<file path="src/rtl/fluxo_dados_rodadas.sv">
// Datapath for the memory-sequence game: sequence memory, position/round counters,
// jogada register, mode register, timeout counter and the switch edge detector.
module fluxo_dados_rodadas #(
    parameter int unsigned W         = 4,
    parameter int unsigned DEPTH     = 16,
    parameter int unsigned TIMEOUT_M = 3000
) (
    input  logic                       clock,
    input  logic                       reset,
    input  logic [W-1:0]               chaves,
    input  logic [1:0]                 modo,
    input  logic                       registra_modo,
    input  logic                       zeraE,
    input  logic                       contaE,
    input  logic                       zeraL,
    input  logic                       contaL,
    input  logic                       zeraR,
    input  logic                       registraR,
    input  logic                       escreveM,
    input  logic                       zera_timeout,
    input  logic                       conta_timeout,
    output logic                       igual,
    output logic                       enderecoIgualLimite,
    output logic                       fimE,
    output logic                       fimL,
    output logic                       jogada_feita,
    output logic                       jogada_valida,
    output logic                       timeout,
    output logic [$clog2(DEPTH)-1:0]   db_endereco,
    output logic [$clog2(DEPTH)-1:0]   db_limite,
    output logic [W-1:0]               db_jogada,
    output logic [W-1:0]               db_memoria,
    output logic [1:0]                 db_modo
);

    localparam int unsigned AW = $clog2(DEPTH);
    localparam int unsigned TW = $clog2(TIMEOUT_M);
    localparam int unsigned MB = DEPTH * W;
    localparam int unsigned MW = $clog2(MB);

    // Power-up pattern: word i holds a single bit at position i mod W.
    function automatic logic [MB-1:0] init_pattern();
        logic [MB-1:0] v;
        v = '0;
        for (int unsigned i = 0; i < DEPTH; i++) begin
            v[i * W + (i % W)] = 1'b1;
        end
        return v;
    endfunction

    localparam logic [MB-1:0] INIT_FLAT = init_pattern();

    logic [MB-1:0]  mem_flat = INIT_FLAT;
    logic [AW-1:0]  endereco;
    logic [AW-1:0]  limite;
    logic [W-1:0]   jogada;
    logic [W-1:0]   dado;
    logic [1:0]     modo_reg;
    logic [TW-1:0]  tcount;
    logic           prev_tem_jogada;
    logic [AW-1:0]  last_pos;
    logic [MW-1:0]  base;

    assign base     = MW'(endereco) * MW'(W);
    assign last_pos = AW'((DEPTH >> modo_reg) - 1);

    // Memory is not touched by reset so a written sequence survives it.
    always_ff @(posedge clock) begin
        if (!reset && escreveM) begin
            mem_flat[base +: W] <= jogada;
        end
    end

    always_ff @(posedge clock) begin
        if (reset) begin
            endereco        <= '0;
            limite          <= '0;
            jogada          <= '0;
            dado            <= '0;
            modo_reg        <= '0;
            tcount          <= '0;
            prev_tem_jogada <= 1'b0;
        end else begin
            dado            <= mem_flat[base +: W];
            prev_tem_jogada <= |chaves;

            if (zeraE)       endereco <= '0;
            else if (contaE) endereco <= endereco + AW'(1);

            if (zeraL)       limite <= '0;
            else if (contaL) limite <= limite + AW'(1);

            if (zeraR)          jogada <= '0;
            else if (registraR) jogada <= chaves;

            if (registra_modo) modo_reg <= modo;

            if (zera_timeout) begin
                tcount <= '0;
            end else if (conta_timeout) begin
                if (tcount == TW'(TIMEOUT_M - 1)) tcount <= '0;
                else                              tcount <= tcount + TW'(1);
            end
        end
    end

    assign igual               = (dado == jogada);
    assign enderecoIgualLimite = (endereco == limite);
    assign fimE                = (endereco == last_pos);
    assign fimL                = (limite == last_pos);
    assign jogada_feita        = (|chaves) & ~prev_tem_jogada;
    assign jogada_valida       = $onehot(chaves);
    assign timeout             = (tcount == TW'(TIMEOUT_M - 1));

    assign db_endereco = endereco;
    assign db_limite   = limite;
    assign db_jogada   = jogada;
    assign db_memoria  = dado;
    assign db_modo     = modo_reg;

endmodule
</file>
<file path="config.mk">
export PLATFORM = sky130hd
export DESIGN_NAME = fluxo_dados_rodadas
export DESIGN_NICKNAME = d
export VERILOG_FILES = /design/src/rtl/fluxo_dados_rodadas.sv
export SDC_FILE = /design/constraint.sdc
export NUM_CORES = 1
export LEC_CHECK = 0
export BUFFER_PORTS_ARGS = -buffer_cell sky130_fd_sc_hd__buf_2
export CORE_MARGIN = 1
export CORE_UTILIZATION = 50
export DETAILED_ROUTE_END_ITERATION = 7
export PLACE_DENSITY_LB_ADDON = 0.1
export SYNTH_ARGS = -nofsm -noshare
export SYNTH_HDL_FRONTEND = slang
export SYNTH_SLANG_ARGS = --single-unit
</file>
<file path="constraint.sdc">
create_clock -name clock -period 2.9 [get_ports clock]
set_input_delay 0.145 -clock clock [delete_from_list [all_inputs] [get_ports clock]]
set_output_delay 0.145 -clock clock [all_outputs]
set_load 0.05 [all_outputs]
</file>
==> impl_results.md, run 1 <==
* Largest net degree at the start of global routing at 37
* # nets final at 487
* Mapped Area at 4770 µm²
* Slew @ Worst Pin at 0.909 ns
* Pwr Density at 498 nW/µm²
* RSZ-0062 raised after global routing: false
* Postcts setup bufs at 0
* Max-slew violation count at 0
* Vias in the first global route at 3192
* Cts-stage hold buffer count at 3
* Grt ovf at 0
* DR vias/cell at 5.65
* Starting DRT DRC Count at 377
* Lkg Pwr at 1.94 nW
* Cts bufs inserted at 9
* Largest family of logic cells by synthesized area: simple AND/OR/NAND/NOR gates
* Die Y at 99.7 µm
* Antenna Cells at 0
* Worst Path Max Fanout at 11
* Post-DP Area at 5050 µm²
* Final hold violation count at 0
* Initial antenna violation count at 0
* CP startpoint kind: flop
* Commonest cells after routing, fill and taps aside: nor2_1, edfxtp_1, buf_2
* VDD IR-drop max at 0.000248 V
* Minimum clock period at 2.35 ns
* CP endpoint kind: output port
* First-pass GRT wire length at 17700 µm
* Routed len/inst at 18.6 µm
* Initial Util at 0.516
* Design area at 5300 µm²
* Finish-stage setup viols at 0
* Core area at 9240 µm²
* Antenna viol nets, final at 0
* DRC Markers at 0
* Sequential fraction of the synthesis area at 0.533
* I/O pin cnt at 43
* Warnings from Yosys at 0
* Final Routed Wirelength at 11100 µm
* Clk_lat worst skew at 0.36 ns
* Fin crit share at 0.811
* Unique masters post-synth at 53
* Clock Path Buffers at 2
* Final-layout fill cell count at 783
* Post-synthesis xor/xnor area fraction at 0.0533
* Row count at 35
* Synthesized-area fraction occupied by adder cells at 0.0278
* CP arrival at 2.21 ns
* Hold depth at 3
* First-pass iteration count of the detailed router at 4
* Mapped Cells at 420
* WP data required at 2.76 ns
* Compound-gate portion of the synthesized area at 0.0367
* DR vias at 3349
* Die Wd at 99.7 µm
* # Max-Cap Violations at 0
* Final TNS setup at 0 ns
* Ys async rst share at 0
* CTS tree: built
* Area Overhead vs Synth at 11.1%
* Total track usage at 0.242
* Commonest non-fill, non-tap cell in the layout: nor2_1
* Setup Skew at 0.0111 ns
* Post-CTS Resized at 0
* H-tree levels at 3
* Worst-path clk slew at 0.09 ns
* R2R cell count at 3
* Share of layout cells above drive strength 1 at 0.183
* Top FF cell, synth: edfxtp_1
* Area occupied by multi-input gates at 2040 µm²
* Number of synthesized flops with an enable pin at 64
* DP HPWL at 7970 µm
* Yosys reg bits at 95
* Slew HR at 0.393
* FMAX at 425 MHz
* Simple-gate share of the synthesized area at 0.205
* Total die area at 9930 µm²
* Final Wtd Congestion at 0.909
* Clock Sinks at 95
* Worst Hold Class: primary input to flop
* Mean Syn Cell Area at 11.4 µm²
* Mux contribution to synthesized area at 0.104
* WS Path Type: flop to output port
* Register Area at 2540 µm²
* Status: finished, final reports clean
* Post-synth net total at 448
* Clk root buf: clkbuf_8
* Port-buffer cells at 42
-- cells by family after synthesis --
logic type | after synthesis
AND/OR/NAND/NOR | 192
XOR/XNOR | 29
buffers and inverters | 38
adder cells (fa/ha/maj) | 10
flip-flops | 95
multiplexers | 31
AO/OA/AOI/OAI | 25
-- final cells by class --
class / count / area share
Clock buffer: 10 / 0.0241
Multi-Input combinational cell: 287 / 0.385
Inverter: 15 / 0.0106
Timing Repair Buffer: 51 / 0.0538
Tap cell: 129 / 0.0305
Sequential cell: 95 / 0.480
Clock inverter: 6 / 0.0161
-- sequential cells by signal, indices dropped and copies added, names as in the netlist --
signal / count
db_endereco: 4
db_memoria: 4
prev_tem_jogada: 1
db_jogada: 4
db_modo: 2
tcount: 12
db_limite: 4
mem_flat: 64
-- cell usage after synthesis (4+ instances only) --
library cell  instances  area share
nor2_1               82       0.065
edfxtp_1             64        0.40
dfxtp_1              31        0.13
and2_1               19       0.025
nand2_1              19       0.015
nor3_1               19       0.020
mux2i_1              16       0.034
xor2_1               16       0.029
inv_1                14       0.011
nand3_1              13       0.014
xnor2_1              13       0.024
mux4_2               12       0.057
buf_2                 9      0.0094
ha_1                  9       0.024
nor4_1                8       0.010
nand4_1               7      0.0092
buf_4                 6      0.0094
o21ai_0               6      0.0063
nor2b_1               5      0.0066
nand2b_1              4      0.0052
-- per-stage QoR --
| step | instances | utilization | hold WS [ns] | worst slack [ns] | power, mW |
|---|---|---|---|---|---|
| final | 593 | 0.573 | 0.0188 | 0.549 | 2.64 |
| after global routing | 593 | 0.573 | 0.0258 | 0.407 | 2.73 |
| after CTS | 593 | 0.573 | 0.0121 | 0.530 | 2.65 |
| after detailed placement | 574 | 0.547 | 0.364 | 0.737 | 1.73 |
| after global placement | 574 | 0.547 | 0.361 | 0.794 | 1.73 |
| after floorplan | 420 | - | 0.222 | 0.0310 | 1.67 |
-- critical path, stage by stage (launching register included) --
cell	delay (ns)
dfxtp_1	0.62
clkinv_1	0.42
o32a_1	0.43
nor2_1	0.10
buf_2	0.28
-- power breakdown --
group	internal, mW	leakage (nW)	switching [mW]
Sequential	1.44	0.928	0.0184
Clock	0.483	0.104	0.452
Combinational	0.0815	0.908	0.161
-- final timing paths --
kind / start / slack [ns] / to
setup reg to reg: db_endereco[3]$_SDFFE_PP0P_ / 0.69 / mem_flat[35]$_DFFE_PP_
hold reg to reg: tcount[11]$_SDFFE_PP0P_ / 0.53 / tcount[11]$_SDFFE_PP0P_
setup / recovery: db_endereco[2]$_SDFFE_PP0P_ / 0.55 / fimE
hold / removal: modo[1] / 0.02 / db_modo[1]$_SDFFE_PP0P_
-- layer usage --
metal | track usage | up-vias | wire length (µm)
li1 | - | 1579 | -
met2 | 0.374 | 110 | 5050
met3 | 0.0436 | 36 | 698
met1 | 0.334 | 1624 | 4990
met5 | 0 | - | 0
met4 | 0.109 | 0 | 308
(Power assumes the default switching activity.)
==> inputs of run 2 (changes only) <==
Clock period 2.9 ns to 2 ns, I/O delays scaled along.
==> run 2 against run 1 <==
  * Hold slack worse by 0.014 ns
  * Total power up 48%
  * Register-to-register slack worse by 0.55 ns
  * Final area up 6.9%
  * Largest cell class unchanged
  * Critical path depth up 1
  * Sequential power up 45%
  * First-iteration DRC count down 36%
  * Core utilization up 4.0 points
  * Via count down 0.57%
==> impl_results.md, run 2 (same netlist as run 1, synthesis figures left out) <==
* WP data required at 1.90 ns (-0.86 ns)
* Grt ovf at 0 (unchanged)
* CTS tree: built
* Post-DP Area at 5370 µm² (+6.2%)
* Status: finished, final reports clean
* Final hold slack at 0.00447 ns (-0.0144 ns)
* Combinational Power Share at 0.103 (+0.011)
* Final Non-Filler Cells at 613 (+3.4%)
* Net Sw Power at 0.959 mW (+52%)
* WS Path Type: flop to output port
* Final core occ at 0.613 (+0.0398)
* Port-buffer cells at 42 (unchanged)
* Reg2reg start: db_endereco[0]$_SDFFE_PP0P_
* Internal Power at 2.95 mW (+47%)
* First-pass GRT wire length at 17900 µm (+1.3%)
* Area occupied by multi-input gates at 2220 µm² (+9.0%)
* Final hold violation count at 0 (unchanged)
* Minimum clock period at 1.90 ns
* FMAX at 527 MHz
* Sequential power share at 0.541 (-0.013)
* Initial Util at 0.516 (unchanged)
* Switching Fraction at 0.245 (+0.00592)
* Vias in the first global route at 3346 (+4.8%)
* VDD IR-drop max at 0.000411 V (+66%)
* Largest register by flop count: mem_flat
* Clk root buf: clkbuf_8
* CP endpoint kind: output port
* RSZ-0062 raised after global routing: false
* Antenna Cells at 0 (unchanged)
* Die Wd at 99.7 µm (unchanged)
* Area Overhead vs Synth at 18.8%
* Worst Path Max Fanout at 18 (+7)
* Design area at 5670 µm² (+6.9%)
* DP Cell Count at 592 (+3.1%)
* Regs by FF count: mem_flat (64), tcount (12)
* Reg2reg end: mem_flat[24]$_DFFE_PP_
* Slew HR at 0.602 (+0.208)
* Row count at 35 (unchanged)
* Max-slew violation count at 0 (unchanged)
* CP arrival at 1.80 ns (-0.41 ns)
* Final TNS setup at 0 ns (unchanged)
* I/O pin cnt at 43 (unchanged)
* Clock Power Share at 0.356 (+0.002)
* Final Routed Wirelength at 11200 µm (+1.1%)
* First-pass iteration count of the detailed router at 4 (unchanged)
* Total chip power at 3.91 mW (+48%)
* Hold depth at 3 (unchanged)
* Slew @ Worst Pin at 0.597 ns (-0.312 ns)
* Core area at 9240 µm² (unchanged)
* Initial antenna violation count at 0 (unchanged)
* DR vias/cell at 5.43 (-3.8%)
* # Max-Cap Violations at 0 (unchanged)
* Worst-path clk slew at 0.10 ns (about the same)
* Fin crit share at 0.949
* CP startpoint kind: flop
* Commonest cells after routing, fill and taps aside: nor2_1, edfxtp_1, buf_2
* Commonest non-fill, non-tap cell in the layout: nor2_1
* Min-Delay Endpoint: prev_tem_jogada$_SDFF_PP0_
* Finish-stage setup viols at 0 (unchanged)
* Cts bufs inserted at 9 (unchanged)
* Antenna viol nets, final at 0 (unchanged)
* DP HPWL at 8380 µm (+5.2%)
* Routed len/inst at 18.2 µm (-2.2%)
* Largest net degree at the start of global routing at 19 (-49%)
* Final Wtd Congestion at 0.879 (-3.3%)
* H-tree levels at 3 (unchanged)
* Share of layout cells above drive strength 1 at 0.287 (+0.104)
* Register Area at 2550 µm² (+0.44%)
* Total die area at 9930 µm² (unchanged)
* Final-layout fill cell count at 754 (-3.7%)
* Post-Place Worst Slack at 0.106 ns (-0.631 ns)
* Clk_lat worst skew at 0.37 ns (about the same)
* DR vias at 3330 (-0.57%)
* Die Y at 99.7 µm (unchanged)
* Lkg Pwr at 2.07 nW (+6.6%)
* Worst Hold Class: primary input to flop
* Starting DRT DRC Count at 240 (-36%)
* Max reg flops at 64 (unchanged)
* Hold Startpoint: chaves[2]
* Pwr Density at 690 nW/µm² (+39%)
* Clock Path Buffers at 2 (unchanged)
* # nets final at 507 (+4.1%)
* Total track usage at 0.246 (+0.00383)
* Clock Sinks at 95 (unchanged)
* R2R setup slack at 0.14 ns (-0.55 ns)
* R2R cell count at 5 (+2)
* Post-route setup slack at 0.102 ns (-0.446 ns)
* DRC Markers at 0 (unchanged)
* Setup Skew at 0.0174 ns (+0.00629 ns)
## run 2: changes by cell type in the layout (fill, tap and decap cells not counted), sizes merged
cell	before	now
clkinv	4	2
buf	48	65
clkbuf	10	11
dlygate4sd3	3	5
inv	14	16
## run 2: power by group through the flow
stage | logic, mW | clock network, mW | registers [mW]
floorplan | 0.249 | 0 | 2.20
CTS | 0.403 | 1.41 | 2.12
finish | 0.404 | 1.39 | 2.12
global route | 0.438 | 1.48 | 2.12
detailed placement | 0.395 | 0 | 2.16
global placement | 0.390 | 0 | 2.16
## run 2: final cells by class
class | count | share of cell area
multi-input cells | 287 | 0.392
flip-flops and latches | 95 | 0.451
well taps | 129 | 0.0285
inverters | 15 | 0.0104
clock inverters | 6 | 0.0159
clock buffers | 10 | 0.0225
repair buffers | 71 | 0.0795
## run 2: worst max-delay path by stage
stage | startpoint | endpoint | slack [ns] | depth (start not counted)
2_1_floorplan | db_endereco[3]$_SDFFE_PP0P_ | enderecoIgualLimite | -0.25 | 4
3_3_place_gp | db_endereco[1]$_SDFFE_PP0P_ | mem_flat[39]$_DFFE_PP_ | 0.16 | 5
3_5_place_dp | db_endereco[1]$_SDFFE_PP0P_ | mem_flat[39]$_DFFE_PP_ | 0.11 | 5
4_1_cts | db_endereco[0]$_SDFFE_PP0P_ | enderecoIgualLimite | 0.009 | 5
5_1_grt | db_endereco[0]$_SDFFE_PP0P_ | enderecoIgualLimite | 0.01 | 5
6_report | db_endereco[0]$_SDFFE_PP0P_ | enderecoIgualLimite | 0.10 | 5
## run 2: routing by layer
metal	vias up	track usage	part of all wire
li1	1615	-	-
met1	1605	0.339	0.45
met2	93	0.393	0.47
met3	17	0.0450	0.065
met4	0	0.0814	0.017
met5	-	0	0
## run 2: repair_timing
item | in CTS | in global routing
hold buffers | 5 | 0
setup endpoints to repair | 1 | 14
pin swaps | 0 | 0
endpoints found under the hold margin | 14 | 0
buffers inserted | 0 | 0
gates resized for setup | 1 | 6
## run 2: critical path, stage by stage, from the launching register on
cell	delay, ns
dfxtp_4	0.38
buf_4	0.17
buf_6	0.22
xor2_1	0.11
nor4_2	0.26
buf_2	0.30
